===== config.mk =====
export PLATFORM = sky130hd
export DESIGN_NAME = mcse_bus_translation_unit
export DESIGN_NICKNAME = d
export VERILOG_FILES = /design/src/rtl/mcse_btu_pkg.sv /design/src/rtl/mcse_bus_translation_unit.sv
export SDC_FILE = /design/constraint.sdc
export NUM_CORES = 1
export LEC_CHECK = 0
export CAP_MARGIN = 30
export CORE_ASPECT_RATIO = 0.9
export CORE_MARGIN = 2
export CORE_UTILIZATION = 36
export CTS_CLUSTER_DIAMETER = 80
export CTS_CLUSTER_SIZE = 10
export DETAILED_ROUTE_END_ITERATION = 6
export SETUP_SLACK_MARGIN = 0.05
export SYNTH_ARGS = -nofsm -noshare
export SYNTH_HDL_FRONTEND = slang
export SYNTH_SLANG_ARGS = --single-unit

===== constraint.sdc =====
create_clock -name clk -period 16.5 [get_ports clk]
set_input_delay 3.3 -clock clk [delete_from_list [all_inputs] [get_ports clk]]
set_output_delay 3.3 -clock clk [all_outputs]
set_load 0.03 [all_outputs]

===== src/rtl/mcse_btu_pkg.sv =====
// Shared types and AHB-Lite encodings for the MCSE bus translation unit.
package mcse_btu_pkg;

  typedef enum logic [2:0] {
    ST_IDLE  = 3'd0,
    ST_ADDR  = 3'd1,
    ST_BURST = 3'd2,
    ST_LAST  = 3'd3,
    ST_DONE  = 3'd4,
    ST_ERR   = 3'd5
  } state_t;

  localparam logic [1:0] HTRANS_IDLE   = 2'b00;
  localparam logic [1:0] HTRANS_NONSEQ = 2'b10;
  localparam logic [1:0] HTRANS_SEQ    = 2'b11;
  localparam logic [2:0] HBURST_INCR4  = 3'b011;
  localparam logic [2:0] HSIZE_WORD    = 3'b010;
  localparam logic       HRESP_OKAY    = 1'b0;
  localparam logic       HRESP_ERROR   = 1'b1;

  function automatic int btu_beats(input int payload_bits, input int data_bits);
    return payload_bits / data_bits;
  endfunction

endpackage


===== src/rtl/mcse_bus_translation_unit.sv =====
// Boot-control bus responder: turns one 128-bit request into a single AHB-Lite
// INCR4 burst and reports completion, read data and error status.
module mcse_bus_translation_unit
  import mcse_btu_pkg::*;
#(
  parameter int pAHB_ADDR_WIDTH    = 32,
  parameter int pAHB_DATA_WIDTH    = 32,
  parameter int pPAYLOAD_SIZE_BITS = 128
) (
  input  logic                          clk,
  input  logic                          rst,
  input  logic                          bootControl_bus_go,
  input  logic [pAHB_ADDR_WIDTH-1:0]    bootControl_bus_addr,
  input  logic [pPAYLOAD_SIZE_BITS-1:0] bootControl_bus_write,
  input  logic                          bootControl_bus_RW,
  output logic                          bootControl_bus_done,
  output logic [pPAYLOAD_SIZE_BITS-1:0] bootControl_bus_rdData,
  output logic                          bootControl_bus_err,
  output logic [pAHB_ADDR_WIDTH-1:0]    HADDR,
  output logic [1:0]                    HTRANS,
  output logic                          HWRITE,
  output logic [2:0]                    HSIZE,
  output logic [2:0]                    HBURST,
  output logic [pAHB_DATA_WIDTH-1:0]    HWDATA,
  input  logic [pAHB_DATA_WIDTH-1:0]    HRDATA,
  input  logic                          HREADY,
  input  logic                          HRESP
);

  localparam int AW    = pAHB_ADDR_WIDTH;
  localparam int DW    = pAHB_DATA_WIDTH;
  localparam int PS    = pPAYLOAD_SIZE_BITS;
  localparam int BEATS = btu_beats(PS, DW);
  localparam int CW    = $clog2(BEATS);
  localparam int BSH   = $clog2(DW / 8);
  // Aligning to the payload size keeps the whole burst inside one 1 KB page.
  localparam logic [AW-1:0] ALIGN_MASK = ~AW'(PS / 8 - 1);
  localparam logic [CW-1:0] LAST_BEAT  = CW'(BEATS - 1);

  state_t          r_state;
  logic [AW-1:0]   r_base;
  logic [PS-1:0]   r_payload;
  logic            r_rw;
  logic [CW-1:0]   r_acnt;
  logic [CW-1:0]   r_dcnt;
  logic [AW-1:0]   r_haddr;
  logic [1:0]      r_htrans;
  logic            r_hwrite;
  logic [DW-1:0]   r_hwdata;
  logic            r_done;
  logic            r_err;
  logic [PS-1:0]   r_rdata;

  logic [CW-1:0]   w_anext;
  logic [CW-1:0]   w_dnext;
  logic [AW-1:0]   w_beat_addr;
  logic [DW-1:0]   w_wbeat_next;
  logic            w_rd_ok;
  logic            w_err1;
  logic            w_capture;

  assign w_anext      = r_acnt + 1'b1;
  assign w_dnext      = r_dcnt + 1'b1;
  assign w_beat_addr  = r_base + (AW'(w_anext) << BSH);
  assign w_wbeat_next = r_rw ? r_payload[w_dnext*DW +: DW] : '0;
  assign w_rd_ok      = HREADY & (HRESP == HRESP_OKAY);
  // First cycle of the two-cycle AHB error response.
  assign w_err1       = (HRESP == HRESP_ERROR) & ~HREADY;
  assign w_capture    = ~r_rw & w_rd_ok;

  always_ff @(posedge clk or posedge rst) begin
    if (rst) begin
      r_state   <= ST_IDLE;
      r_base    <= '0;
      r_payload <= '0;
      r_rw      <= 1'b0;
      r_acnt    <= '0;
      r_dcnt    <= '0;
      r_haddr   <= '0;
      r_htrans  <= HTRANS_IDLE;
      r_hwrite  <= 1'b0;
      r_hwdata  <= '0;
      r_done    <= 1'b0;
      r_err     <= 1'b0;
      r_rdata   <= '0;
    end else begin
      unique case (r_state)
        ST_IDLE: begin
          if (bootControl_bus_go) begin
            r_base    <= bootControl_bus_addr & ALIGN_MASK;
            r_haddr   <= bootControl_bus_addr & ALIGN_MASK;
            r_payload <= bootControl_bus_write;
            r_rw      <= bootControl_bus_RW;
            r_hwrite  <= bootControl_bus_RW;
            r_htrans  <= HTRANS_NONSEQ;
            r_acnt    <= '0;
            r_dcnt    <= '0;
            if (!bootControl_bus_RW) r_rdata <= '0;
            r_state   <= ST_ADDR;
          end
        end
        ST_ADDR: begin
          if (HREADY) begin
            r_htrans <= HTRANS_SEQ;
            r_haddr  <= w_beat_addr;
            r_acnt   <= w_anext;
            r_hwdata <= r_rw ? r_payload[DW-1:0] : '0;
            r_state  <= ST_BURST;
          end
        end
        ST_BURST: begin
          if (w_err1) begin
            r_htrans <= HTRANS_IDLE;
            r_state  <= ST_ERR;
          end else if (HREADY) begin
            if (w_capture) r_rdata[r_dcnt*DW +: DW] <= HRDATA;
            r_dcnt   <= w_dnext;
            r_hwdata <= w_wbeat_next;
            if (r_acnt == LAST_BEAT) begin
              r_htrans <= HTRANS_IDLE;
              r_state  <= ST_LAST;
            end else begin
              r_haddr <= w_beat_addr;
              r_acnt  <= w_anext;
            end
          end
        end
        ST_LAST: begin
          if (w_err1) begin
            r_state <= ST_ERR;
          end else if (HREADY) begin
            if (w_capture) r_rdata[r_dcnt*DW +: DW] <= HRDATA;
            r_hwdata <= '0;
            r_hwrite <= 1'b0;
            r_acnt   <= '0;
            r_dcnt   <= '0;
            r_done   <= 1'b1;
            r_state  <= ST_DONE;
          end
        end
        ST_ERR: begin
          if (HREADY) begin
            r_hwdata <= '0;
            r_hwrite <= 1'b0;
            r_acnt   <= '0;
            r_dcnt   <= '0;
            r_done   <= 1'b1;
            r_err    <= 1'b1;
            r_state  <= ST_DONE;
          end
        end
        ST_DONE: begin
          r_done  <= 1'b0;
          r_err   <= 1'b0;
          r_state <= ST_IDLE;
        end
        default: r_state <= ST_IDLE;
      endcase
    end
  end

  assign bootControl_bus_done   = r_done;
  assign bootControl_bus_err    = r_err;
  assign bootControl_bus_rdData = r_rdata;
  assign HADDR  = r_haddr;
  assign HTRANS = r_htrans;
  assign HWRITE = r_hwrite;
  assign HWDATA = r_hwdata;
  assign HSIZE  = HSIZE_WORD;
  assign HBURST = HBURST_INCR4;

endmodule


Word-level counts from Yosys, hierarchy flattened
Index checks and enable logic that the tools add are counted.
{"block": "totals", "ff_bits": 361, "inputBits": 198}
{"block": "op_classes", "n_addsub": 4, "n_eq_ne": 19, "shift": 3, "mux": 57, "n_bitwise": 6, "n_reduce_logical": 21}
{"cell": "$mux 128", "count": 5}
{"cell": "$mux 32", "count": 12}
{"cell": "$pmux 128 s2", "count": 1}
{"cell": "$bwmux 128", "count": 1}
{"cell": "$pmux 32 s4", "count": 1}
{"cell": "$shift 32x34->128 const A", "count": 1}
{"cell": "$shiftx 128x8->32", "count": 1}
{"cell": "$shiftx 32x34->128", "count": 1}
{"cell": "$pmux 32 s3", "count": 1}
{"cell": "$neg 7->34", "count": 1}
{"cell": "$add 32x4->32", "count": 1}
{"cell": "$mux 2", "count": 16}
{"cell": "$mux 3", "count": 7}
{"cell": "$ne 2x2->1 const B", "count": 9}
{"cell": "$pmux 3 s5", "count": 1}
{"cell": "$reduce_and 5->1", "count": 3}
{"cell": "$reduce_and 6->1", "count": 2}
{"cell": "$pmux 2 s5", "count": 1}
{"cell": "$reduce_bool 3->1", "count": 3}
{"cell": "$pmux 2 s4", "count": 1}
{"cell": "$reduce_bool 4->1", "count": 2}
{"cell": "$reduce_and 7->1", "count": 1}
{"cell": "$eq 3x2->1 const B", "count": 2}
{"cell": "$eq 3x3->1 const B", "count": 2}
{"cell": "18 further kinds", "count": 34}

Logic depth before layout (Yosys ltp)
Gate-level depths: netlist of run 1.
{"block": "depth", "word_depth": 7, "ltp_mapped": 10}

Least setup slack after synthesis of run 1
Ideal clock, no wire load.
{"block": "synth_timing", "path_kind": "input -> register", "from": "input HRESP", "to": "register r_rdata[0] (netlist: bootControl_bus_rdData[0])", "setup_ns": 0.124, "t_arrival_ns": 4.579, "setup_slack_ns": 11.797, "stages": 5, "n_path_buf": 1, "path_cell_list": "or3b_2 -> a221oi_4 -> o21ai_2 -> buf_6 -> mux2i_1"}
{"block": "synth_via", "elab_chain_cells": 5, "elab_cells_between_ends": 7, "classes_between": "eq/ne (2); bitwise (4); reduce/logical (1)"}
{"element": "from (decl)", "line_no": "mcse_bus_translation_unit.sv:27", "text": "input logic HRESP"}
{"element": "$not 1->1", "line_no": "mcse_bus_translation_unit.sv:66", "text": "assign w_rd_ok = HREADY & (HRESP == HRESP_OKAY);"}
{"element": "$and 1x1->1", "line_no": "mcse_bus_translation_unit.sv:66"}
{"element": "$and 1x1->1", "line_no": "mcse_bus_translation_unit.sv:69", "text": "assign w_capture = ~r_rw & w_rd_ok;"}
{"element": "$ne 2x1->1 (no source line)"}
{"element": "$reduce_and 6->1 (no source line) *"}
{"element": "to (signal assigned)", "line_no": "mcse_bus_translation_unit.sv:85", "text": "r_rdata <= '0;"}
{"element": "to (signal assigned)", "line_no": "mcse_bus_translation_unit.sv:98", "text": "if (!bootControl_bus_RW) r_rdata <= '0;"}
{"element": "to (signal, indexed assignment)", "line_no": "mcse_bus_translation_unit.sv:116", "text": "if (w_capture) r_rdata[r_dcnt*DW +: DW] <= HRDATA;"}
{"element": "to (decl)", "line_no": "mcse_bus_translation_unit.sv:52", "text": "logic [PS-1:0] r_rdata;"}
Every way passes the cells marked *; elsewhere a longest branch is shown, timed or not.
A chain may end at the register's enable or synchronous reset.

Worst setup path after layout of run 1
{"block": "layout_timing", "from": "input HREADY", "to": "register r_rdata[45] (netlist: bootControl_bus_rdData[45])"}
{"block": "layout_via", "elab_chain_cells": 4, "elab_cells_between_ends": 8, "classes_between": "eq/ne (3); bitwise (4); reduce/logical (1)"}
{"element": "from (decl)", "line_no": "mcse_bus_translation_unit.sv:26", "text": "input logic HREADY,"}
{"element": "$and 1x1->1 or $not 1->1 (tied branches)", "line_no": "mcse_bus_translation_unit.sv:66, mcse_bus_translation_unit.sv:68"}
{"element": "$and 1x1->1 (on tied branches)", "line_no": "mcse_bus_translation_unit.sv:69, mcse_bus_translation_unit.sv:68"}
{"element": "$ne 2x1->1 (no source line) or $ne 2x2->1 (tied branches)"}
{"element": "$reduce_and 6->1 (no source line) *"}
Marks and branches as above.

==> results.yml, run 1 <==
clock_tree:
  cts_resized: 0
  clkTransAtPathRegs_ns: 0.05
  cts_root_buf: "clkbuf_16"
  cts_made_buffers: 42
  cts_sinks: 359
  cts_hold_buf: 0
  post_cts_buffers: 0
  clock_latency_ns: 0.56
  cts_tree: "done"
  cts.path.max_buffers: 3
  h-tree-depth: 2
run:
  cap_violations: 0
floorplanning:
  ioPinCount: 401
  die_w_um: 226.5
  die_h_um: 204.3
  core_um2: 44120
  rows: 73
  die_area_um2: 46270
  start_util_pct: 36.36
logic_synthesis:
  synth_fa_ha_area_share_pct: 0.4680
  synth_compound_area_share_pct: 3.393
  ys_seq_area_share_pct: 56.00
  avgSynthCellArea_um2: 12.92
  ys_ff_latch: 359
  synth_top_family_by_area: "multiplexers"
  synthMuxAreaShare_pct: 27.83
  yosysUniqueCellTypes: 39
  syn_inst: 1242
  synth-simple-area-share_pct: 6.131
  synth_area_um2: 16040
  ys_warn_count: 0
  synth_xor_area_share_pct: 0
worst_setup_path:
  endpoint_kind: "register"
  crit_start: "HREADY"
  crit_arrival_ns: 5.76
  critPathKind: "primary input to register"
  cp-start-kind: "primary input"
  crit_required_ns: 16.89
  worstReg2RegStart: "r_dcnt[0]$_DFFE_PP0P_"
  worstPathMaxFanout: 32
global_routing:
  grt_usage_pct: 18.69
  antenna_found_initial: 8
  grt_pass1_wl_um: 66440
  grt_pass1_vias: 11150
  grt-ovfl-total: 0
  grt_start_max_net_pins: 165
detailed_routing:
  via_per_inst: 4.795
  wl_per_cell_um: 19.25
  drc_errors: 0
  dr.pass1.iters: 4
  ant_nets: 0
  vias: 10670
  wl_um: 42820
  drt_iter0_markers: 479
finish:
  final_layout_size_suffix_gt1_share_pct: 20.48
  fin_nets: 1821
  fillers: 3962
  area_growth_syn_to_layout_pct: 35.18
  fin_cells: 2224
worst_hold_path:
  hold_path_class: "register to register"
  worstHoldStart: "r_base[22]$_DFFE_PP0P_"
sta:
  timing.final.crit_period_ns: 5.371
  setup_viol: 0
  final_max_slew_viol_count: 0
  max_clock_freq_ghz: 0.1862
  post-route-period-util_pct: 32.55
  timing.setup.tns_ns: 0
  rsz0062_at_grt: "no"
  hold_viol: 0
  clock_skew_ns: 0.01931
  slew_headroom_pct: 37.22
  worstMarginPinSlew_ns: 0.9416
place:
  dp.cells: 2173
  dp_hpwl_um: 28140
  gp_congestion: 0.7526
  portBuffers: 388
power_and_ir_drop:
  irDropWorstVdd_uv: 144.5
  p_leak_nw: 9.384
  p_per_area_nw_per_um2: 179.4
outcome:
  status: "finished clean"
[cells by family (layout without fill, tap and decap cells)]
family	after synthesis	in the layout
adders and majority gates	6	6
AOI/OAI and AO/OA	63	63
other	2	11
DFF	359	359
buffers and inverters	220	593
and+or+nand+nor	213	213
muxes	379	379
[Yosys cell counts, drive strengths merged]
master | count | area share, %
clkbuf | 32 | 0.75
o2bb2ai | 1 | 0.055
a211oi | 1 | 0.047
a221oi | 1 | 0.16
a221o | 32 | 2.0
mux2i | 131 | 8.2
nor3 | 3 | 0.094
a31oi | 3 | 0.12
nand2 | 138 | 3.2
a32o | 1 | 0.062
mux4 | 32 | 4.5
buf | 52 | 2.2
o21ai | 8 | 0.34
or3b | 2 | 0.11
nor2 | 11 | 0.26
nor4 | 2 | 0.16
o32ai | 1 | 0.055
and4 | 2 | 0.11
inv | 136 | 3.2
and2 | 7 | 0.27
nor2b | 37 | 1.4
a21oi | 10 | 0.31
mux2 | 216 | 15
dfrtp | 359 | 56
nand3b | 2 | 0.094
nand3 | 2 | 0.062
a2bb2oi | 1 | 0.055
nand2b | 5 | 0.19
nor3b | 1 | 0.047
conb | 2 | 0.047
and4b | 1 | 0.062
o2bb2a | 1 | 0.062
o22ai | 2 | 0.078
o21a | 1 | 0.047
ha | 6 | 0.47
[path summary, 6_finish.rpt]
check                                                          to  slack (ns)  cells after the start
setup / recovery           bootControl_bus_rdData[45]$_DFFE_PP0P_       11.13                      6
hold / removal                             r_base[22]$_DFFE_PP0P_        0.50                      1
setup reg to reg                           HWDATA[30]$_DFFE_PP0P_       12.98                      7
hold reg to reg                            r_base[22]$_DFFE_PP0P_        0.50                      1
max in group asynchronous                   r_dcnt[0]$_DFFE_PP0P_       11.70                      3
min in group asynchronous                  r_base[16]$_DFFE_PP0P_        3.34                      2
[routing by layer]
metal	vias up	track usage (%)	wire length, µm
met2	303	29.66	19830
li1	4938	-	-
met1	5343	24.40	18420
met3	67	5.966	3477
met4	14	5.686	1003
met5	-	0	87
[power breakdown]
part	internal [mW]	leakage (nW)	switching (mW)
combinational	0.882	4.27	0.809
clock	0.468	0.553	0.351
sequential	1.20	4.56	0.176
[critical path, stage by stage]
cell,delay (ns)
clkdlybuf4s50_1,0.76
or3b_2,0.53
a221oi_4,0.50
o21ai_4,0.09
buf_4,0.34
mux2i_1,0.20
[layout by cell type, fill, tap and decap left out, types with 15 or more instances in the layout]
cell and count:
a221o_1 32, buf_4 15, clkbuf_16 42, clkdlybuf4s50_1 388, dfrtp_1 358, inv_1 135, mux2_2 216, mux2i_1 131
mux4_2 32, nand2_1 138, nor2b_1 36
[per-stage QoR]
stage,instance area (µm²),power (mW),worst slack (ns),hold slack [ns],utilization [%]
after global routing,21680,4.125,11.01,0.5091,49.14
after detailed placement,20550,3.109,10.55,0.4901,46.58
after floorplan,16060,2.571,3.238,0.4750,-
final,21690,3.890,11.13,0.4992,49.16
after CTS,21680,3.949,11.15,0.5032,49.14
after global placement,20460,3.065,10.60,0.4836,46.39
[state kept, by name, summed over array words and instances, names as in the netlist, 2 cells and up]
| signal | flops |
|---|---|
| HADDR | 30 |
| r_dcnt | 2 |
| HWDATA | 32 |
| r_state | 3 |
| r_base | 28 |
| HTRANS | 2 |
| bootControl_bus_rdData | 128 |
| r_acnt | 2 |
| r_payload | 128 |
[area by class of cell]
class / count / area, µm² / share of cell area [%]
flip-flops and latches: 359 / 8985 / 41.43
clock buffers: 43 / 1055 / 4.864
multi-input cells: 669 / 6173 / 28.47
clock inverters: 5 / 72.57 / 0.3346
inverters: 136 / 518.0 / 2.389
repair buffers: 409 / 4124 / 19.02
diodes: 3 / 7.507 / 0.03462
well taps: 600 / 750.7 / 3.462
Note: power is estimated with default switching activity, not from simulation.
==> inputs of run 2 (changes only) <==
==> constraint.sdc (replaced) <==
create_clock -name clk -period 4.6 [get_ports clk]
set_input_delay 0.92 -clock clk [delete_from_list [all_inputs] [get_ports clk]]
set_output_delay 0.92 -clock clk [all_outputs]
set_load 0.03 [all_outputs]
==> run 2 against run 1 <==
Net effect: clock power grew to 3.5 times the previous value; first-iteration DRC count is 6.7% higher; critical path depth unchanged; utilization grew 0.22 points; register-to-register slack worse by 11 ns; largest cell class unchanged.
==> results.yml, run 2 (synthesized netlist as in run 1, its figures left out) <==
global_routing:
  grt_pass1_wl_um: 66830
  grt_start_max_net_pins: 69
  grt_pass1_vias: 11300
  antenna_found_initial: 5
  grt-ovfl-total: 0
  grt_usage_pct: 18.81
sta:
  rsz0062_at_grt: "no"
  hold_viol: 0
  max_clock_freq_ghz: 0.3364
  worstMarginPinSlew_ns: 0.9294
  post-route-period-util_pct: 64.63
  timing.final.crit_period_ns: 2.973
  slew_headroom_pct: 38.04
  timing.setup.tns_ns: 0
  setup_viol: 0
  final_max_slew_viol_count: 0
  clock_skew_ns: 0.02654
place:
  portBuffers: 388
  placed_area_um2: 20700
  dp_hpwl_um: 29500
  gp_congestion: 0.7697
worst_setup_path:
  worstSetupPathDepth: 6
  endpoint_kind: "register"
  cp.buffers_inverters: 2
  worstPathMaxFanout: 32
  crit_required_ns: 5.00
  critPathKind: "primary input to register"
  cpLargestDelayFamily: "buffers and inverters"
  cp_slowest_cell: "clkdlybuf4s50_1"
  cp-start-kind: "primary input"
  worstPathCellList: "clkdlybuf4s50_1 -> or3b_2 -> a221oi_4 -> o21ai_4 -> buf_4 -> mux2i_1"
  slowest_delay_ns: 0.75
  crit_arrival_ns: 3.38
  worst_r2r_path_depth: 5
finish:
  final_common_cell: "clkdlybuf4s50_1"
  fillers: 3912
  final_cell_mix: "388 x clkdlybuf4s50_1, 358 x dfrtp_1, 216 x mux2_2"
  final_area_um2: 21780
  fin_nets: 1831
  multi_input_area_um2: 6176
  regArea_um2: 8985
  final_layout_size_suffix_gt1_share_pct: 20.98
  area_growth_syn_to_layout_pct: 35.78
power_and_ir_drop:
  irDropWorstVdd_uv: 312.9
  p_per_area_nw_per_um2: 641.3
  p_leak_nw: 9.423
  power.total_mw: 13.97
clock_tree:
  h-tree-depth: 2
  cts_made_buffers: 41
  post_cts_buffers: 0
  cts_resized: 0
  cts_root_buf: "clkbuf_16"
  clock_latency_ns: 0.57
  clkTransAtPathRegs_ns: 0.06
  cts.path.max_buffers: 3
  cts_sinks: 359
  cts_hold_buf: 0
  cts_tree: "done"
floorplanning:
  die_h_um: 204.3
  start_util_pct: 36.36
  die_w_um: 226.5
  die_area_um2: 46270
  core_um2: 44120
  ioPinCount: 401
  rows: 73
detailed_routing:
  top_layer: "met5"
  met3_length_um: 3330
  wl_met2_um: 20140
  wl_per_cell_um: 19.29
  drt_iter0_markers: 511
  via_per_inst: 4.814
  ant_nets: 0
  drc_errors: 0
  wl_met1_um: 18580
  wl_um: 43070
  vias: 10750
  dr.pass1.iters: 4
worst_hold_path:
  min_path_cells: 1
  hold_path_class: "register to register"
run:
  cap_violations: 0
outcome:
  status: "finished clean"
==> run 2: cell count changes in the layout (fill, tap and decap cells not counted), moves of 2 or more <==
cell    change
buf_12      +7
buf_4       +5
and4_1      -2
and4_2      +2
inv_6       -2
==> run 2: final timing paths <==
| check | startpoint | to | slack (ns) |
|---|---|---|---|
| hold reg to reg | HADDR[3]$_DFFE_PP0P_ | HADDR[3]$_DFFE_PP0P_ | 0.50 |
| max in group asynchronous | rst | bootControl_bus_rdData[89]$_DFFE_PP0P_ | 3.05 |
| setup reg to reg | r_state[1]$_DFFE_PP0P_ | HADDR[30]$_DFFE_PP0P_ | 1.93 |
| setup / recovery | HREADY | bootControl_bus_rdData[79]$_DFFE_PP0P_ | 1.63 |
| min in group asynchronous | rst | r_payload[124]$_DFFE_PP0P_ | 0.61 |
| hold / removal | HADDR[3]$_DFFE_PP0P_ | HADDR[3]$_DFFE_PP0P_ | 0.50 |
==> run 2: layer usage <==
| layer | up-vias | track usage [%] |
|---|---|---|
| li1 | 4965 | - |
| met1 | 5419 | 23.83 |
| met2 | 299 | 30.49 |
| met3 | 60 | 6.182 |
| met4 | 6 | 5.968 |
| met5 | - | 0 |
==> run 2: through the flow <==
| step | instances | setup WS [ns] | utilization (%) | hold WS [ns] |
|---|---|---|---|---|
| final | 2233 | 1.627 | 49.37 | 0.4964 |
| after global routing | 2231 | 1.532 | 49.36 | 0.5175 |
| after CTS | 2230 | 1.684 | 49.36 | 0.5028 |
| after detailed placement | 2184 | 1.085 | 46.92 | 0.4908 |
| after global placement | 2180 | 0.8785 | 46.74 | 0.4838 |
| after floorplan | 1248 | -1.132 | - | 0.4750 |
==> run 2: cell type report <==
class	instances	area share, %
antenna	3	0.03446
clock buffer	43	4.745
clock inverter	3	0.1896
inverter	136	2.361
multi-input combinational	669	28.35
sequential	359	41.25
tap	600	3.446
timing repair buffer	420	19.62
==> run 2: where the power goes <==
group	internal, mW	switching, mW
Combinational	3.25	2.88
Clock	1.58	1.25
Sequential	4.32	0.692
==> inputs of run 3 (changes only) <==
==> constraint.sdc (replaced) <==
create_clock -name clk -period 3.1 [get_ports clk]
set_input_delay 0.62 -clock clk [delete_from_list [all_inputs] [get_ports clk]]
set_output_delay 0.62 -clock clk [all_outputs]
set_load 0.03 [all_outputs]
==> run 3 against run 2 <==
Net effect: non-clock buffer count increased by 8; sequential share of layout area decreased by 0.34 points; hold slack improved by 0.0029 ns; largest cell class unchanged; largest power group unchanged.
==> results.yml, run 3 (synthesized netlist as in run 1, its figures left out) <==
outcome:
  status: "finished clean"
worst_setup_path:
  worstPathMaxFanout: 15
  cp-start-kind: "register"
  critPathKind: "register to register"
  crit_required_ns: 3.53
  endpoint_kind: "register"
  crit_arrival_ns: 2.97
sta:
  clock_skew_ns: 0.01193
  setup_viol: 0
  worstMarginPinSlew_ns: 0.9134
  timing.setup.tns_ns: 0
  timing.final.crit_period_ns: 2.542
  hold_viol: 0
  post-route-period-util_pct: 82.01
  max_clock_freq_ghz: 0.3933
  holdWs_ns: 0.4993
  final_max_slew_viol_count: 0
  rsz0062_at_grt: "no"
  slew_headroom_pct: 39.11
global_routing:
  grt_usage_pct: 18.83
  use_met1_pct: 23.98
  grt_pass1_wl_um: 67000
  grt_use_met3_pct: 5.679
  use_met2_pct: 30.43
  antenna_found_initial: 8
  grt_busiest_layer: "met2"
  grt-ovfl-total: 0
  grt_start_max_net_pins: 68
  grt_pass1_vias: 11410
detailed_routing:
  wl_um: 43240
  dr.pass1.iters: 5
  drt_iter0_markers: 517
  drc_errors: 0
  wl_per_cell_um: 19.27
  via_per_inst: 4.791
  ant_nets: 0
  vias: 10750
floorplanning:
  rows: 73
  die_w_um: 226.5
  die_area_um2: 46270
  core_um2: 44120
  die_h_um: 204.3
  start_util_pct: 36.36
  ioPinCount: 401
place:
  gp_congestion: 0.7797
  dp.cells: 2192
  portBuffers: 388
  dp_hpwl_um: 29900
finish:
  final_layout_size_suffix_gt1_share_pct: 21.25
  multi_input_area_um2: 6173
  final_cell_mix: "388 x clkdlybuf4s50_1, 358 x dfrtp_1, 216 x mux2_2"
  fin_cells: 2244
  final_util_pct: 49.79
  fillers: 3936
  fin_nets: 1839
  regArea_um2: 8985
  area_growth_syn_to_layout_pct: 36.92
  final_common_cell: "clkdlybuf4s50_1"
clock_tree:
  cts_made_buffers: 41
  post_cts_buffers: 0
  cts.path.max_buffers: 3
  cts_hold_buf: 0
  cts_resized: 0
  cts_root_buf: "clkbuf_16"
  h-tree-depth: 2
  clock_latency_ns: 0.54
  cts_tree: "done"
  clkTransAtPathRegs_ns: 0.06
  cts_sinks: 359
power_and_ir_drop:
  irDropWorstVdd_uv: 548.7
  p_per_area_nw_per_um2: 948.9
  p_leak_nw: 9.514
worst_hold_path:
  hold_path_class: "register to register"
run:
  cap_violations: 0
run 3: cell types whose count changed in the layout (fill, tap and decap cells not counted), sizes merged:
| cell | change |
|---|---|
| buf | +8 |
| clkbuf | +2 |
| clkinv | -2 |
| diode | +3 |
run 3: where the power goes:
group	switching (mW)	total, mW	internal (mW)
logic	4.30	9.20	4.90
clock network	1.80	4.24	2.44
registers	1.00	7.41	6.41
run 3: layout make-up:
| cell class | instances | share of cell area (%) |
|---|---|---|
| Antenna cell | 6 | 0.06836 |
| Inverter | 136 | 2.341 |
| Clock buffer | 45 | 4.933 |
| Sequential cell | 359 | 40.91 |
| Clock inverter | 1 | 0.03987 |
| Timing Repair Buffer | 428 | 20.19 |
| Multi-Input combinational cell | 669 | 28.11 |
| Tap cell | 600 | 3.418 |
run 3: critical path, stage by stage, from the launching register on:
cell and delay [ns]:
dfrtp_1 0.37, inv_1 0.10, ha_2 0.73, buf_4 0.29
mux4_2 0.51, nor2b_1 0.15, a221o_1 0.26
run 3: final timing paths:
| kind | to | startpoint | slack, ns | cells past startpoint |
|---|---|---|---|---|
| setup / recovery | HWDATA[21]$_DFFE_PP0P_ | r_dcnt[1]$_DFFE_PP0P_ | 0.56 | 6 |
| hold / removal | r_payload[97]$_DFFE_PP0P_ | r_payload[97]$_DFFE_PP0P_ | 0.50 | 1 |
| setup reg to reg | HWDATA[21]$_DFFE_PP0P_ | r_dcnt[1]$_DFFE_PP0P_ | 0.56 | 6 |
| hold reg to reg | r_payload[97]$_DFFE_PP0P_ | r_payload[97]$_DFFE_PP0P_ | 0.50 | 1 |
| max in group asynchronous | r_payload[95]$_DFFE_PP0P_ | rst | 1.75 | 3 |
| min in group asynchronous | r_payload[86]$_DFFE_PP0P_ | rst | 0.51 | 2 |
run 3: per-stage QoR:
step | setup WS (ns) | cell area, µm² | power [mW]
6_report | 0.5576 | 21960 | 20.84
5_1_grt | 0.4184 | 21960 | 22.08
4_1_cts | 0.5260 | 21950 | 21.17
3_5_place_dp | 0.2857 | 20860 | 16.81
3_3_place_gp | 0.3335 | 20860 | 16.62
2_1_floorplan | -2.332 | 16070 | 13.69
run 3: layer usage:
layer	wire, µm	share of wire, %
met1	18350	42
met2	20390	47
met3	3286	7.6
met4	1146	2.7
met5	59	0.14
